`src/rtl/count_arbiter_ctrl_pkg.sv`:
```
// Shared definitions for the round-robin counting arbiter.
// Holds the controller state enumeration and the default counter width.
package count_arbiter_ctrl_pkg;

  localparam int unsigned CNT_W_DEF = 4;

  typedef enum logic [1:0] {
    IDLE  = 2'd0,
    COUNT = 2'd1,
    DONE  = 2'd2
  } state_t;

endpackage

```
`src/rtl/count_arbiter_ctrl_count_core.sv`:
```
// count_core: CNT_W-bit up counter with synchronous clear and enable.
// Ports: clk, reset_n (async active-low), clr (clear to 0, wins over en),
//        en (increment by 1), q (registered count).
module count_core #(
  parameter int unsigned CNT_W = 4
) (
  input  logic             clk,
  input  logic             reset_n,
  input  logic             clr,
  input  logic             en,
  output logic [CNT_W-1:0] q
);

  always_ff @(posedge clk or negedge reset_n) begin
    if (!reset_n) begin
      q <= '0;
    end else if (clr) begin
      q <= '0;
    end else if (en) begin
      q <= q + CNT_W'(1);
    end
  end

endmodule

```
`src/rtl/count_arbiter_ctrl.sv`:
```
// count_arbiter_ctrl: two-requester round-robin arbiter that runs a shared
// counter from 0 up to the winner's terminal value, then pulses done.
// Ports: clk, reset_n (async active-low), req[1:0], term0/term1 (terminal
//        counts, latched at grant), gnt[1:0] (one-hot), q (count),
//        busy (not IDLE), done[1:0] (one-cycle completion pulse).
// Optional: define CNT_CTRL_ABORT_EN to add input abort, which ends a COUNT
//           run without a done pulse and still counts the requester as served.
module count_arbiter_ctrl
  import count_arbiter_ctrl_pkg::*;
#(
  parameter int unsigned CNT_W = CNT_W_DEF
) (
  input  logic             clk,
  input  logic             reset_n,
  input  logic [1:0]       req,
`ifdef CNT_CTRL_ABORT_EN
  input  logic             abort,
`endif
  input  logic [CNT_W-1:0] term0,
  input  logic [CNT_W-1:0] term1,
  output logic [1:0]       gnt,
  output logic [CNT_W-1:0] q,
  output logic             busy,
  output logic [1:0]       done
);

  state_t           state, state_nx;
  logic [1:0]       gnt_nx, done_nx;
  logic             busy_nx;
  logic [CNT_W-1:0] term_q, term_nx;
  logic             win, win_nx;    // requester currently granted
  logic             last, last_nx;  // requester served most recently
  logic             cnt_clr, cnt_en;

  count_core #(.CNT_W(CNT_W)) u_core (
    .clk     (clk),
    .reset_n (reset_n),
    .clr     (cnt_clr),
    .en      (cnt_en),
    .q       (q)
  );

  // State and registered outputs; last resets to 1 so requester 0 wins the first tie.
  always_ff @(posedge clk or negedge reset_n) begin
    if (!reset_n) begin
      state  <= IDLE;
      gnt    <= '0;
      done   <= '0;
      busy   <= 1'b0;
      term_q <= '0;
      win    <= 1'b0;
      last   <= 1'b1;
    end else begin
      state  <= state_nx;
      gnt    <= gnt_nx;
      done   <= done_nx;
      busy   <= busy_nx;
      term_q <= term_nx;
      win    <= win_nx;
      last   <= last_nx;
    end
  end

  // Next-state, arbitration and counter control.
  always_comb begin
    state_nx = state;
    gnt_nx   = gnt;
    done_nx  = '0;
    busy_nx  = busy;
    term_nx  = term_q;
    win_nx   = win;
    last_nx  = last;
    cnt_clr  = 1'b0;
    cnt_en   = 1'b0;

    unique case (state)
      IDLE: begin
        cnt_clr = 1'b1;
        gnt_nx  = '0;
        busy_nx = 1'b0;
        if (req != 2'b00) begin
          // On a tie the requester not served last wins.
          win_nx   = (req == 2'b11) ? ~last : req[1];
          term_nx  = win_nx ? term1 : term0;
          gnt_nx   = win_nx ? 2'b10 : 2'b01;
          busy_nx  = 1'b1;
          state_nx = COUNT;
        end
      end

      COUNT: begin
`ifdef CNT_CTRL_ABORT_EN
        if (abort) begin
          state_nx = IDLE;
          gnt_nx   = '0;
          busy_nx  = 1'b0;
          cnt_clr  = 1'b1;
          last_nx  = win;
        end else
`endif
        if (q == term_q) begin
          // Hold q at the terminal value through DONE.
          state_nx = DONE;
          done_nx  = gnt;
          last_nx  = win;
        end else begin
          cnt_en = 1'b1;
        end
      end

      DONE: begin
        state_nx = IDLE;
        gnt_nx   = '0;
        busy_nx  = 1'b0;
        cnt_clr  = 1'b1;
      end

      default: begin
        state_nx = IDLE;
        gnt_nx   = '0;
        busy_nx  = 1'b0;
        cnt_clr  = 1'b1;
      end
    endcase
  end

endmodule

```
`config.mk`:
```
export PLATFORM = sky130hd
export DESIGN_NAME = count_arbiter_ctrl
export DESIGN_NICKNAME = d
export VERILOG_FILES = /design/src/rtl/count_arbiter_ctrl_pkg.sv /design/src/rtl/count_arbiter_ctrl_count_core.sv /design/src/rtl/count_arbiter_ctrl.sv
export SDC_FILE = /design/constraint.sdc
export NUM_CORES = 1
export LEC_CHECK = 0
export CORE_MARGIN = 3
export CORE_UTILIZATION = 40
export CTS_CLUSTER_SIZE = 24
export DETAILED_ROUTE_END_ITERATION = 8
export GPL_ROUTABILITY_DRIVEN = 0
export PLACE_DENSITY = 0.78
export REMOVE_ABC_BUFFERS = 1
export SLEW_MARGIN = 20
export SYNTH_ARGS = -nofsm -noshare
export SYNTH_HDL_FRONTEND = slang
export SYNTH_SLANG_ARGS = --single-unit
```
`constraint.sdc`:
```
create_clock -name clk -period 1.69 [get_ports clk]
set_clock_uncertainty 0.15 [all_clocks]
set_input_delay 0.507 -clock clk [delete_from_list [all_inputs] [get_ports clk]]
set_output_delay 0.507 -clock clk [all_outputs]
set_load 0.01 [all_outputs]
```
==> impl_metrics.csv <==
group,metric,value,unit
run_status,outcome,"complete, but fails checks",
run_status,violations,"setup timing",
grt,grt_pass1_wl,2680,microns
job,cap_violations,0,
cts,clock_sinks,17,
layout,stdcell_count,129,
logic_synthesis,synth-main-ff-cell,"dfrtp_1",
timing,setup_ws,-21.8,ps
drt,detail-route-antenna-nets,0,
cts,clkLatencyLatePin,280,ps
timing,slew_viol_final,0,
logic_synthesis,syn_inst,66,
floorplanning,pin_count,21,
grt,grt-ovfl-total,0,
setup_path,slowest_stage,"dfrtp_1",
placed_design,port_buffers,20,
logic_synthesis,synthMostInstantiatedCell,"dfrtp_1",
cts,cts_root_buf,"clkbuf_4",
logic_synthesis,synth_commonest_cells,"dfrtp_1, o21ai_0, nand2_1",
logic_synthesis,synth-seq-cells,17,
setup_path,crit_fanout,4,
setup_path,cp_slowest_stage_delay,390,ps
setup_path,crit_arrival,1780,ps
layout,fin_nets,118,
drt,drtPass1Iterations,4,
logic_synthesis,synthTopCellsByArea,"dfrtp_1, xor2_1, mux2i_1, o21ai_0, dfstp_2",
setup_path,crit_family,"simple AND/OR/NAND/NOR gates",
layout,drive_gt1_share,26.0,%
pwr,p_per_area,1650,nW/um^2
min_path,whs_path_depth,2,
layout,fin_area,1140,sq um
pwr,irDropWorstVdd,876,uV
cts,clk_pin_slew,90,ps
logic_synthesis,ys_types,25,
placed_design,hpwl,1130,microns
layout,antenna_cells,0,
drt,post_drt_wl_per_cell,12.0,microns
logic_synthesis,synth_edf_count,0,
setup_path,path_depth,5,
timing,hold_viol_final,0,
timing,max_freq,584,MHz
drt,drc,0,
grt,grt_pass1_vias,600,
drt,finalWirelength,1550,microns
logic_synthesis,ys.warnings.count,0,
placed_design,place_inst,118,
placed_design,place_area,1040,sq um
min_path,min_path_type,"register to register",
grt,grt_antenna_before_repair,0,
logic_synthesis,seq_area_frac_synth,56.4,%
timing,relSlewSlack,83.8,%
logic_synthesis,synth_top_area_share,52.9,%
setup_path,worstPathRequired,1760,ps
timing,report.final.setup_viol,1,
floorplanning,rows,15,
floorplanning,die_h,49.5,microns
floorplanning,dieArea,2450,sq um
layout,fin_util,64.9,%
logic_synthesis,async_flop_share,100,%
setup_path,end_kind,"register",
drt,vias_per_cell,4.76,
setup_path,crit_path_start_kind,"register",
cts,cts_buffer_depth,2,
logic_synthesis,syn_area_per_cell,11.5,sq um
timing,finalCriticalPeriod,1710,ps
floorplanning,die_w,49.5,microns
logic_synthesis,yosys.area.top_type,"dfrtp_1",
drt,num_vias,614,
floorplanning,core_area,1760,sq um
logic_synthesis,synth_area,757,sq um
timing,worst_pin_slew,240,ps
grt,track_usage,14.9,%
cts,cts-htree-levels,1,
grt,grt_max_degree,18,
drt,first_iter_violations,4,
cts,cts_made_buffers,3,
setup_path,worstPathCellList,"buf_4, xor2_2, nor4_4, and2_4, mux2_4",
cts,cts_tree,"built",
setup_path,reg2reg_depth,5,
pwr,p_leak,0.569,nW
setup_path,worst-setup-path-type,"register to register",
layout,areaGrowthSynthToFinish,51.2,%
timing,grt_setup_unrepaired,"true",
timing,fin_crit_sh,101,%
floorplanning,start_util,42.9,%
setup_path,cp_num_buf_inv,1,
[cell usage in the layout (no fill, tap or decap)]
cell	n
dfrtp_1	16
buf_4	14
clkdlybuf4s50_1	11
o21ai_0	8
dlygate4sd2_1	8
nand2_1	7
mux2i_1	4
xor2_2	3
nor2_1	3
clkbuf_4	3
nor2b_1	2
xor2_1	2
a21o_1	2
or3_1	2
a21oi_1	2
buf_6	2
nor4_4	1
and3_1	1
nand2b_1	1
a21boi_2	1
and2_1	1
and2_4	1
o21a_1	1
nand3b_1	1
a22oi_1	1
mux2_4	1
nand3_1	1
inv_1	1
ha_1	1
clkbuf_1	1
dfstp_2	1
[worst reg2reg max path, cell delays in order, from the launching register on]
cell     delay, ps
dfrtp_1        390
buf_4          150
xor2_2         150
nor4_4         310
and2_4         200
mux2_4         300
[sequential cells by signal (all words and copies together), names as in the netlist]
name / flops
win: 1
busy: 1
u_core.q: 4
last: 1
term_q: 4
state: 2
gnt: 2
done: 2
[metrics by stage]
step / power (mW) / setup WS (ps) / TNS (ps) / hold WS [ps]
final: 1.89 / -21.8 / -21.8 / 321
after global placement: 1.57 / -201 / -1010 / 311
after CTS: 1.84 / -7.19 / -7.99 / 329
after detailed placement: 1.60 / -240 / -1340 / 311
after global routing: 2.06 / -110 / -376 / 387
after floorplan: 1.21 / -123 / -123 / 61.4
[final timing paths]
kind	start	endpoint	slack (ps)
worst max register to register	u_core.q[1]$_DFFE_PN0P_	last$_DFFE_PN1P_	-20
min in group asynchronous	reset_n	u_core.q[0]$_DFFE_PN0P_	410
max in group asynchronous	reset_n	last$_DFFE_PN1P_	730
worst min-delay path	busy$_DFFE_PN0N_	busy$_DFFE_PN0N_	320
worst max-delay path	u_core.q[1]$_DFFE_PN0P_	last$_DFFE_PN1P_	-20
worst min register to register	busy$_DFFE_PN0N_	busy$_DFFE_PN0N_	320
[layout make-up]
class	count	area, sq um
multi-input cells	47	349
inverters	1	3.75
repair buffers	35	308
fillers	165	619
well taps	25	31.3
flip-flops and latches	17	427
clock buffers	4	26.3
[logic make-up after synthesis]
kind of cell             synth area share [%]
AND/OR/NAND/NOR                          16.4
flip-flops                               56.4
buffers and inverters                   0.991
multiplexers                             7.27
AO/OA/AOI/OAI                            11.6
XOR/XNOR                                 5.78
adder cells (fa/ha/maj)                  1.65
[power breakdown]
group | total, mW | switching [mW] | internal, mW
clock | 0.211 | 0.119 | 0.0915
sequential | 0.691 | 0.106 | 0.585
combinational | 0.986 | 0.468 | 0.518
[metal layers]
| layer | up-vias | share of wire (%) | track usage, % |
|---|---|---|---|
| li1 | 305 | - | - |
| met1 | 290 | 45 | 18.4 |
| met2 | 17 | 49 | 23.2 |
| met3 | 2 | 3.2 | 2.72 |
| met4 | 0 | 2.3 | 11.1 |
| met5 | - | 0 | 0 |
[what timing repair did]
action,CTS,global route
endpoints found under the setup margin,9,7
buffers inserted,4,3
pin swaps,0,2
hold buffers,0,0
gates resized for setup,12,4
endpoints found under the hold margin,0,0
Note: power is estimated with default switching activity, not from simulation.
==> RTL edit 1 (same flow settings) <==
Encoding of `state_t`: now one-hot (3 bits for 3 states).
--- a/src/rtl/count_arbiter_ctrl_pkg.sv
+++ b/src/rtl/count_arbiter_ctrl_pkg.sv
@@ -4,10 +4,10 @@
 
   localparam int unsigned CNT_W_DEF = 4;
 
-  typedef enum logic [1:0] {
-    IDLE  = 2'd0,
-    COUNT = 2'd1,
-    DONE  = 2'd2
+  typedef enum logic [2:0] {
+    IDLE  = 3'b001,
+    COUNT = 3'b010,
+    DONE  = 3'b100
   } state_t;
 
 endpackage
Behaviour: no difference found for any inputs over 10 cycles, from zero or initial values and one cycle with reset_n low; not proved beyond that.
==> RTL edit 1 against the unedited design <==
The run still ends with setup timing left; power is 0.38% lower; sequential cell count is 1 higher; wire length rose by 18%; first-iteration DRC count increased to 3.0 times the old value; cell area rose by 12%; setup slack got worse by 0.0023 ns; die area increased by 5.9%; synthesized area is 6.8% higher; cell count up 6.2%; largest power group unchanged.
==> RTL edit 1: results <==
metrics = {
    "status": {
        "status": "finished, violations left",
        "violations": "setup timing",
    },
    "worst_setup_path": {
        "slowest_delay_ns": 0.40,
        "crit_slowest_cell": "dfrtp_1",
        "cp_max_fo": 4,
        "critPathTopFamily": "flip-flops",
        "critPathArrivalTime_ns": 1.79,
    },
    "grt": {
        "grt_pass1_vias": 677,
        "grt_use_met2": 0.2811,
        "grt_pass1_wl_um": 2967,
        "grtUsageTotal": 0.1551,
        "gr-usage-met1": 0.1770,
        "grt_util_met3": 0.03499,
        "grt_max_degree": 13,
        "antenna_found_initial": 0,
    },
    "placement": {
        "hpwl_um": 1312,
        "place_ws_ns": -0.2388,
    },
    "yosys": {
        "synth.top_cells.by_count": "16 x dfrtp_1, 9 x o21ai_0, 8 x nand2_1, 5 x mux2i_1, 5 x xor2_1",
        "async_flop_share": 1.000,
        "yosysSeqAreaShare": 0.5604,
        "yosysWarnings": 0,
        "yosys-top-cells-area": "dfrtp_1 50%, dfstp_2 6.5%, mux2i_1 6.2%, o21ai_0 5.6%, xor2_1 5.4%",
        "yosysUniqueCellTypes": 23,
        "ys.flop_type": "dfrtp_1",
    },
    "power_and_ir_drop": {
        "leakage_nw": 0.6192,
        "vdd_drop_max_uv": 936.4,
    },
    "clock_tree": {
        "root_buffer": "clkbuf_4",
        "cts.htree.levels": 1,
        "path_clk_slew_ns": 0.10,
        "insertion_delay_ns": 0.29,
        "cts_buffers": 3,
        "cts_max_path_buffers": 2,
    },
    "sta": {
        "setup_violations": 2,
        "slew_headroom": 0.7764,
        "worst_slack_ns": -0.02409,
        "tns_ns": -0.04325,
        "hold_viol_final": 0,
    },
    "final_layout": {
        "fillers": 139,
        "nNetsFinal": 126,
        "drive_above_1_share": 0.3661,
        "syn_to_final_growth_pct": 58.36,
        "n_antenna_cell": 0,
        "largest_registers": "term_q x4, u_core.q x4, state x3",
    },
    "detailed_routing": {
        "vias": 673,
        "wire_per_inst_um": 13.42,
        "drt-initial-drc-count": 12,
        "drt_first_pass_iters": 4,
    },
    "hold_path": {
        "worstHoldPathType": "primary input to async pin",
    },
}
-- RTL edit 1: cell types whose count changed after synthesis, moves of 2 or more --
cell     delta
a21o_1      -2
and3_2      +2
nor2b_1     -2
or3_1       -2
or3_2       +2
-- RTL edit 1: metrics by stage --
stage               area [µm²]  instances  power (W)
global route              1280        137   0.001997
finish                    1280        137   0.001881
global placement          1104        123   0.001393
floorplan                804.5         69   0.001090
CTS                       1219        134   0.001769
detailed placement        1104        123   0.001432
-- RTL edit 1: power breakdown --
part           switching (W)  internal (W)
logic               0.000395      0.000489
clock network       0.000133      0.000131
registers           0.000141      0.000591
total               0.000670       0.00121
-- RTL edit 1: kinds of logic (layout without fill, tap and decap cells) --
group           after synthesis  count (layout)  share of synthesized area
compound gates               15              15                     0.1084
flops                        18              18                     0.5604
xor+xnor                      5               5                    0.05418
mux                           6               6                    0.08049
simple gates                 23              23                     0.1718
buf+inv                       2              44                   0.009279
fa+ha+maj                     1               1                    0.01548
-- RTL edit 1: path summary, 6_finish.rpt --
| path | startpoint | end | slack, ns | cells past startpoint |
|---|---|---|---|---|
| setup / recovery | u_core.q[2] | last | -0.02 | 6 |
| hold / removal | reset_n | gnt[1] | 0.32 | 1 |
| setup reg to reg | u_core.q[2] | last | -0.02 | 6 |
| hold reg to reg | state[2] | gnt[1] | 0.32 | 1 |
| max in group asynchronous | reset_n | state[1] | 0.66 | 2 |
| min in group clk | state[2] | gnt[1] | 0.32 | 1 |
-- RTL edit 1: layout make-up --
| class | count | area, µm² | share of cell area |
|---|---|---|---|
| Clock buffer | 4 | 36.28 | 0.02835 |
| Inverter | 1 | 3.754 | 0.002933 |
| Sequential cell | 18 | 452.9 | 0.3539 |
| Timing Repair Buffer | 39 | 336.6 | 0.2630 |
| Multi-Input combinational cell | 50 | 419.2 | 0.3275 |
| Tap cell | 25 | 31.28 | 0.02444 |
-- RTL edit 1: timing repair --
| item | in CTS | in global routing |
|---|---|---|
| hold buffers | 0 | 0 |
| setup endpoints to repair | 11 | 14 |
| buffers inserted | 7 | 4 |
| resized for setup | 18 | 12 |
| pin swaps | 3 | 3 |
-- RTL edit 1: routing by layer --
layer / up-vias / share of wire
met4: 0 / 0.016
li1: 328 / -
met3: 5 / 0.044
met5: - / 0
met1: 317 / 0.42
met2: 23 / 0.52
==> RTL edit 2 (config.mk and constraints unchanged) <==
Without the edit above. `CNT_W_DEF`: 4 -> 6.
--- a/src/rtl/count_arbiter_ctrl_pkg.sv
+++ b/src/rtl/count_arbiter_ctrl_pkg.sv
@@ -2,7 +2,7 @@
 // Holds the controller state enumeration and the default counter width.
 package count_arbiter_ctrl_pkg;
 
-  localparam int unsigned CNT_W_DEF = 4;
+  localparam int unsigned CNT_W_DEF = 6;
 
   typedef enum logic [1:0] {
     IDLE  = 2'd0,
Ports: changed (resized q, term0 and term1); port bits go from 21 to 27. No check against the original RTL was run, so the function may have changed too.
==> RTL edit 2 against the unedited design <==
The run still ends with setup timing left; cell area is 40% higher; wire length is 55% higher; sequential cell count is 4 higher; cell count is 32% higher; power is 41% higher; synthesized area is 37% higher; setup slack worse by 0.013 ns; critical endpoint unchanged; largest cell class is now multi-input combinational cells; highest routed layer unchanged.
==> RTL edit 2: results <==
metrics = {
    "grt": {
        "grtUsageTotal": 0.1575,
        "grt_pass1_vias": 930,
        "gr-usage-met1": 0.1842,
        "grt_max_degree": 14,
        "grt_pass1_wl_um": 3981,
    },
    "clock_tree": {
        "path_clk_slew_ns": 0.12,
    },
    "detailed_routing": {
        "wl_met3_um": 146,
        "drt-total-wl_um": 2404,
        "m1WireLength_um": 991,
        "vias": 914,
        "routed-wl-met2_um": 1248,
        "drt-initial-drc-count": 18,
    },
    "power_and_ir_drop": {
        "swShare": 0.3970,
        "vdd_drop_max_uv": 993.9,
        "p_per_area_mw_per_mm2": 1665,
        "power_clock_w": 0.000252,
    },
    "status": {
        "status": "finished, violations left",
        "violations": "setup timing",
    },
    "worst_setup_path": {
        "timing.rr.start": "u_core.q[0]",
        "cp_max_fo": 3,
        "slowest_delay_ns": 0.41,
        "critPathArrivalTime_ns": 1.83,
    },
    "yosys": {
        "yosys-top-cells-area": "dfrtp_1 48%, a221o_1 5.8%, and2_0 3.6%, xnor2_1 3.4%, nand3_1 2.9%",
        "synth-adder-area-share": 0.01208,
        "yosysSeqAreaShare": 0.5085,
    },
    "sta": {
        "setup_violations": 1,
        "worst_hold_slack_ns": 0.3360,
        "worst_slack_ns": -0.03448,
        "tns_ns": -0.03448,
    },
    "final_layout": {
        "drive_above_1_share": 0.3028,
        "largest_registers": "term_q x6, u_core.q x6",
        "fin_cells": 170,
    },
    "placement": {
        "numPlacedInstances": 159,
        "portBuffers": 26,
    },
}
## RTL edit 2: kinds of logic after synthesis
family | after synthesis
AOI/OAI and AO/OA | 20
xor gates and xnor gates | 6
muxes | 1
buffers and inverters | 3
and+or+nand+nor | 41
DFF | 21
adders and majority gates | 1
## RTL edit 2: layout make-up
type,instances,area [µm²]
repair buffers,48,430.4
clock buffers,3,22.52
flip-flops and latches,21,526.8
fillers,193,738.2
well taps,28,35.03
multi-input cells,69,579.3
clock inverters,1,7.507
## RTL edit 2: worst max-delay path by stage
stage	startpoint	endpoint
floorplan	u_core.q[0]	last
global placement	req[0]	term_q[5]
detailed placement	req[0]	term_q[2]
CTS	u_core.q[4]	last
global route	u_core.q[0]	last
finish	u_core.q[0]	last
## RTL edit 2: timing repair
| item | in CTS | in global routing |
|---|---|---|
| pin swaps | 2 | 2 |
| setup endpoints to repair | 13 | 21 |
| gates resized for setup | 23 | 16 |
| setup buffers | 8 | 0 |
